--- src/rtl/fifo_sync_fwft_level.sv ---
// fifo_sync_fwft_level: single-clock FIFO with selectable standard / first-word-fall-through
// read mode, exact fill level, run-time almost-full/almost-empty thresholds and sticky
// overflow/underflow flags. Storage is a DEPTH x DATA_WIDTH array with a registered read.
module fifo_sync_fwft_level #(
    parameter int DATA_WIDTH = 8,
    parameter int DEPTH      = 256,
    parameter bit SHOW_AHEAD = 1'b0,
    localparam int LVL_W     = $clog2(DEPTH) + 1
) (
    input  logic                  clk,
    input  logic                  reset,
    input  logic                  write,
    input  logic [DATA_WIDTH-1:0] write_data,
    input  logic                  read,
    output logic [DATA_WIDTH-1:0] read_data,
    output logic                  read_valid,
    output logic                  empty,
    output logic                  full,
    input  logic [LVL_W-1:0]      af_thresh,
    input  logic [LVL_W-1:0]      ae_thresh,
    output logic                  almost_full,
    output logic                  almost_empty,
    output logic [LVL_W-1:0]      level,
    output logic                  overflow,
    output logic                  underflow,
    input  logic                  err_clear
);

    localparam int               ADDR_W     = LVL_W - 1;
    localparam logic [LVL_W-1:0] FULL_LEVEL = LVL_W'(DEPTH);
    localparam logic [LVL_W-1:0] ONE        = LVL_W'(1);

    logic [DATA_WIDTH-1:0] mem [DEPTH];

    // Pointers carry one lap bit above the address so wr_ptr - rd_ptr is unambiguous.
    logic [LVL_W-1:0] wr_ptr;
    logic [LVL_W-1:0] rd_ptr;
    logic [LVL_W-1:0] mem_count;
    logic             push_ok;
    logic             pop_ok;
    logic             fetch;

    // Status flags come straight from registered state; thresholds are live inputs.
    assign full         = (level == FULL_LEVEL);
    assign empty        = SHOW_AHEAD ? !read_valid : (level == '0);
    assign almost_full  = (level >= af_thresh);
    assign almost_empty = (level <= ae_thresh);
    assign mem_count    = wr_ptr - rd_ptr;

    // Accept/reject decisions and the array read strobe, from this cycle's flags only.
    // NOTE: every signal written here gets a default first so no latch can be inferred.
    always_comb begin
        push_ok = write && !full;
        pop_ok  = read && !empty;
        fetch   = 1'b0;
        if (SHOW_AHEAD) begin
            // Refill the head register whenever it is free or being consumed this cycle.
            fetch = (mem_count != '0) && (!read_valid || pop_ok);
        end else begin
            fetch = pop_ok;
        end
    end

    // Storage array write port.
    // NOTE: the array is deliberately not reset; the pointers alone define which words are live.
    always_ff @(posedge clk) begin
        if (push_ok) begin
            mem[wr_ptr[ADDR_W-1:0]] <= write_data;
        end
    end

    // Pointer and fill-level bookkeeping; the head word of FWFT mode stays in the level.
    // NOTE: sequential state uses non-blocking assignments so every register samples pre-edge values.
    always_ff @(posedge clk or posedge reset) begin
        if (reset) begin
            wr_ptr <= '0;
            rd_ptr <= '0;
            level  <= '0;
        end else begin
            if (push_ok) begin
                wr_ptr <= wr_ptr + ONE;
            end
            if (fetch) begin
                rd_ptr <= rd_ptr + ONE;
            end
            case ({push_ok, pop_ok})
                2'b10:   level <= level + ONE;
                2'b01:   level <= level - ONE;
                default: level <= level;
            endcase
        end
    end

    // Registered read port: standard mode pulses read_valid, FWFT holds the head word.
    always_ff @(posedge clk or posedge reset) begin
        if (reset) begin
            read_data  <= '0;
            read_valid <= 1'b0;
        end else begin
            if (fetch) begin
                read_data <= mem[rd_ptr[ADDR_W-1:0]];
            end
            if (SHOW_AHEAD) begin
                read_valid <= fetch || (read_valid && !pop_ok);
            end else begin
                read_valid <= pop_ok;
            end
        end
    end

    // Sticky error flags; a new error wins over a coincident clear.
    always_ff @(posedge clk or posedge reset) begin
        if (reset) begin
            overflow  <= 1'b0;
            underflow <= 1'b0;
        end else begin
            if (write && full) begin
                overflow <= 1'b1;
            end else if (err_clear) begin
                overflow <= 1'b0;
            end
            if (read && empty) begin
                underflow <= 1'b1;
            end else if (err_clear) begin
                underflow <= 1'b0;
            end
        end
    end

endmodule

--- config.mk ---
export PLATFORM = sky130hd
export DESIGN_NAME = fifo_sync_fwft_level
export DESIGN_NICKNAME = d
export VERILOG_FILES = /design/src/rtl/fifo_sync_fwft_level.sv
export SDC_FILE = /design/constraint.sdc
export NUM_CORES = 2
export LEC_CHECK = 0
export ABC_CLOCK_PERIOD_IN_PS = 5300
export CORE_ASPECT_RATIO = 1.25
export CORE_MARGIN = 4
export CORE_UTILIZATION = 48
export CTS_CLUSTER_DIAMETER = 40
export DETAILED_ROUTE_END_ITERATION = 7
export PLACE_DENSITY = 0.62
export SETUP_SLACK_MARGIN = 0.02
export SLEW_MARGIN = 20
export SYNTH_ARGS = -nofsm -noshare
export SYNTH_HDL_FRONTEND = slang
export SYNTH_SLANG_ARGS = --single-unit
--- constraint.sdc ---
create_clock -name clk -period 5.3 [get_ports clk]
set_input_delay 1.06 -clock clk [delete_from_list [all_inputs] [get_ports clk]]
set_output_delay 1.06 -clock clk [all_outputs]
set_load 0.02 [all_outputs]
==> run_results.csv <==
group,metric,value,unit
route,drtIter0Drc,4756,
placed_design,dp_slack,0.692,ns
route,routed_wl,209,mm
worst_setup_path,worst-r2r-setup-slack,1.06,ns
clock_tree,cts_resized,0,
logic_synthesis,yosysSeqAreaShare,0.765,
global_routing,grt_pass1_vias,40600,
placed_design,hpwl,128,mm
global_routing,grt_max_degree,168,
worst_setup_path,crit_arrival,3.55,ns
worst_setup_path,r2r-start,"rd_ptr[0]",
route,routedWlPerCell,32.2,um
sta,worstMarginPinSlew,1.13,ns
sta,hold_viol_final,0,
worst_setup_path,r2r-end,"read_data[5]",
hold_path,hold_end,"overflow",
route,drc,0,
sta,skew,0.0267,ns
clock_tree,cts-htree-levels,4,
logic_synthesis,syn-num-nets,3846,
clock_tree,cts_inserted_buffers,208,
logic_synthesis,synthFlopType,"edfxtp_1",
logic_synthesis,async_reset_ff_frac,0.0173,
power,power.total,47600,uW
clock_tree,ctsHoldBuffers,0,
hold_path,hold_path_class,"reg2reg",
sta,timing.hold.ws,0.513,ns
layout,drive_above_1_share,0.274,
sta,post-route-min-period,4.61,ns
clock_tree,cts_buffer_depth,3,
floorplan,ios,55,
layout,fin_util,0.552,
placed_design,io_buffers,54,
floorplan,rows,168,
route,postRouteAntennaNets,0,
global_routing,grtUsageTotal,0.239,
clock_tree,cts.sinks,2084,
worst_setup_path,crit_path_end_kind,"output port",
logic_synthesis,synth_area_leader_cell,"edfxtp_1",
route,wl_met1,83.5,mm
floorplan,die_h,469,um
run,maxCapViolations,0,
worst_setup_path,ff2ff_path_depth,8,
logic_synthesis,synth_edf_count,2048,
logic_synthesis,yosys_warnings,0,
clock_tree,post-cts-setup-buffers,0,
layout,layout.area.seq,62400,um2
global_routing,grt_pass1_wl,301,mm
sta,rsz0062_at_grt,"no",
logic_synthesis,synthCells,3783,
floorplan,core,168000,um2
sta,fin_setup_tns,0,ns
sta,slew_viol_final,0,
sta,period_share,0.871,
logic_synthesis,ys_types,70,
floorplan,initial_core_util,0.484,
power,ir_worst_vdd,0.000477,V
sta,worst_slack,0.685,ns
sta,finalSetupViolations,0,
logic_synthesis,synth_top_area_share,0.754,
layout,nets,4155,
layout,synthToLayoutAreaGrowth,13.9,%
logic_synthesis,postSynthAreaPerCell,21.6,um2
worst_setup_path,crit_path_max_fanout,2,
power,p_leak,0.0293,uW
hold_path,hold_start,"overflow",
run_status,outcome,"finished clean",
logic_synthesis,ys_ff_latch,2084,
floorplan,dieArea,177000,um2
layout,multiInputGateArea,17800,um2
placed_design,gp_congestion,0.868,
sta,relSlewSlack,0.244,
logic_synthesis,yosys-top-cells-count,"2,048 x edfxtp_1, 527 x mux4_2, 294 x nor2_1",
worst_setup_path,worstSetupStartpoint,"ae_thresh[1]",
global_routing,antenna_found_initial,3,
power,power_density,512,nW/um2
worst_setup_path,worstSetupPathType,"in2out",
route,route.met3.wl,15.1,mm
logic_synthesis,syn_area,81600,um2
route,viasPerCell,6.20,
clock_tree,cts_tree,"built",
clock_tree,clk-insertion-delay-late,0.84,ns
route,top_layer,"met4",
logic_synthesis,synthTopCellsByArea,"edfxtp_1 75%, mux4_2 15%, nor2_1 1.4%, dfrtp_1 1.1%, mux2i_1 0.80%",
clock_tree,clockRootBuffer,"clkbuf_16",
clock_tree,path_clk_slew,0.06,ns
route,vias,40300,
global_routing,grt_overflow,0,
worst_setup_path,cp.required,4.24,ns
route,first_pass_iters,8,
sta,fmax,217,MHz
floorplan,die_x,377,um
route,dr_wl_met2,102,mm
worst_setup_path,start_kind,"input pin",
hold_path,whs_path_depth,1,
layout,fillers,12500,
logic_synthesis,yosysMostFrequentCell,"edfxtp_1",
[cells by family after synthesis]
logic type                 after synthesis  synth area share
adders and majority gates               32           0.00500
DFF                                   2084             0.765
buffers and inverters                  251            0.0172
muxes                                  629             0.161
AOI/OAI and AO/OA                      280            0.0245
and+or+nand+nor                        484            0.0251
xor gates and xnor gates                23           0.00247
[sequential cells by signal, indices dropped and copies added, names as in the netlist]
signal      cells
level           9
overflow        1
read_valid      1
read_data       8
mem          2048
rd_ptr          8
wr_ptr          8
underflow       1
[worst max-delay path by stage]
stage                         endpoint  slack (ns)  depth (start not counted)
after floorplan               level[8]        0.97                         15
after global placement    almost_empty        0.58                         12
after detailed placement  almost_empty        0.69                         12
after CTS                 almost_empty        0.67                         12
after global routing      almost_empty        0.52                         12
final                     almost_empty        0.69                         12
[area by class of cell]
cell class / instances / area share
inverter: 30 / 0.00121
clock buffer: 255 / 0.0594
tap: 2210 / 0.0298
clock inverter: 136 / 0.0154
timing repair buffer: 320 / 0.0309
multi-input combinational: 1448 / 0.192
sequential: 2084 / 0.672
antenna: 4 / 0.000108
[per-stage QoR]
step	std cells	instance area (um2)
2_1_floorplan	3783	81600
3_3_place_gp	6092	86000
3_5_place_dp	6092	86000
4_1_cts	6483	92900
5_1_grt	6484	92900
6_report	6487	92900
[layer usage]
| metal | track usage | vias to the layer above |
|---|---|---|
| met5 | 0 | - |
| met4 | 0.0919 | 0 |
| met3 | 0.0384 | 379 |
| met2 | 0.382 | 1850 |
| met1 | 0.335 | 21600 |
| li1 | - | 16500 |
[power by group]
| group | switching, uW | leakage (uW) | total, uW | internal, uW |
|---|---|---|---|---|
| registers | 688 | 0.0188 | 19100 | 18400 |
| logic | 7870 | 0.00709 | 13700 | 5790 |
| clock network | 6320 | 0.00338 | 14900 | 8550 |
[layout by cell type, fill, tap and decap left out, drive strengths merged, types with 22 or more instances in the layout]
cell type | synthesis | final
nand2 | 79 | 79
mux4 | 538 | 538
bufinv | 0 | 22
a21oi | 43 | 43
inv | 30 | 55
clkinv | 0 | 80
buf | 127 | 266
nor3 | 27 | 27
ha | 31 | 31
edfxtp | 2048 | 2048
clkdlybuf4s50 | 0 | 46
a221oi | 25 | 25
mux2i | 65 | 65
clkbuf | 94 | 263
nor2 | 294 | 294
o22ai | 30 | 30
mux2 | 26 | 26
a22oi | 46 | 46
o21ai | 29 | 29
dfrtp | 36 | 36
[worst max-delay path: stages]
cell and delay, ns:
clkdlybuf4s50_1 0.45, inv_1 0.04, ha_1 0.29, nor2b_1 0.14, o21a_1 0.16, o21a_1 0.16
o21a_1 0.15, o21ai_0 0.15, nand2b_1 0.07, a21oi_1 0.14, o31a_1 0.14, clkdlybuf4s50_1 0.59
(Power assumes the default switching activity.)
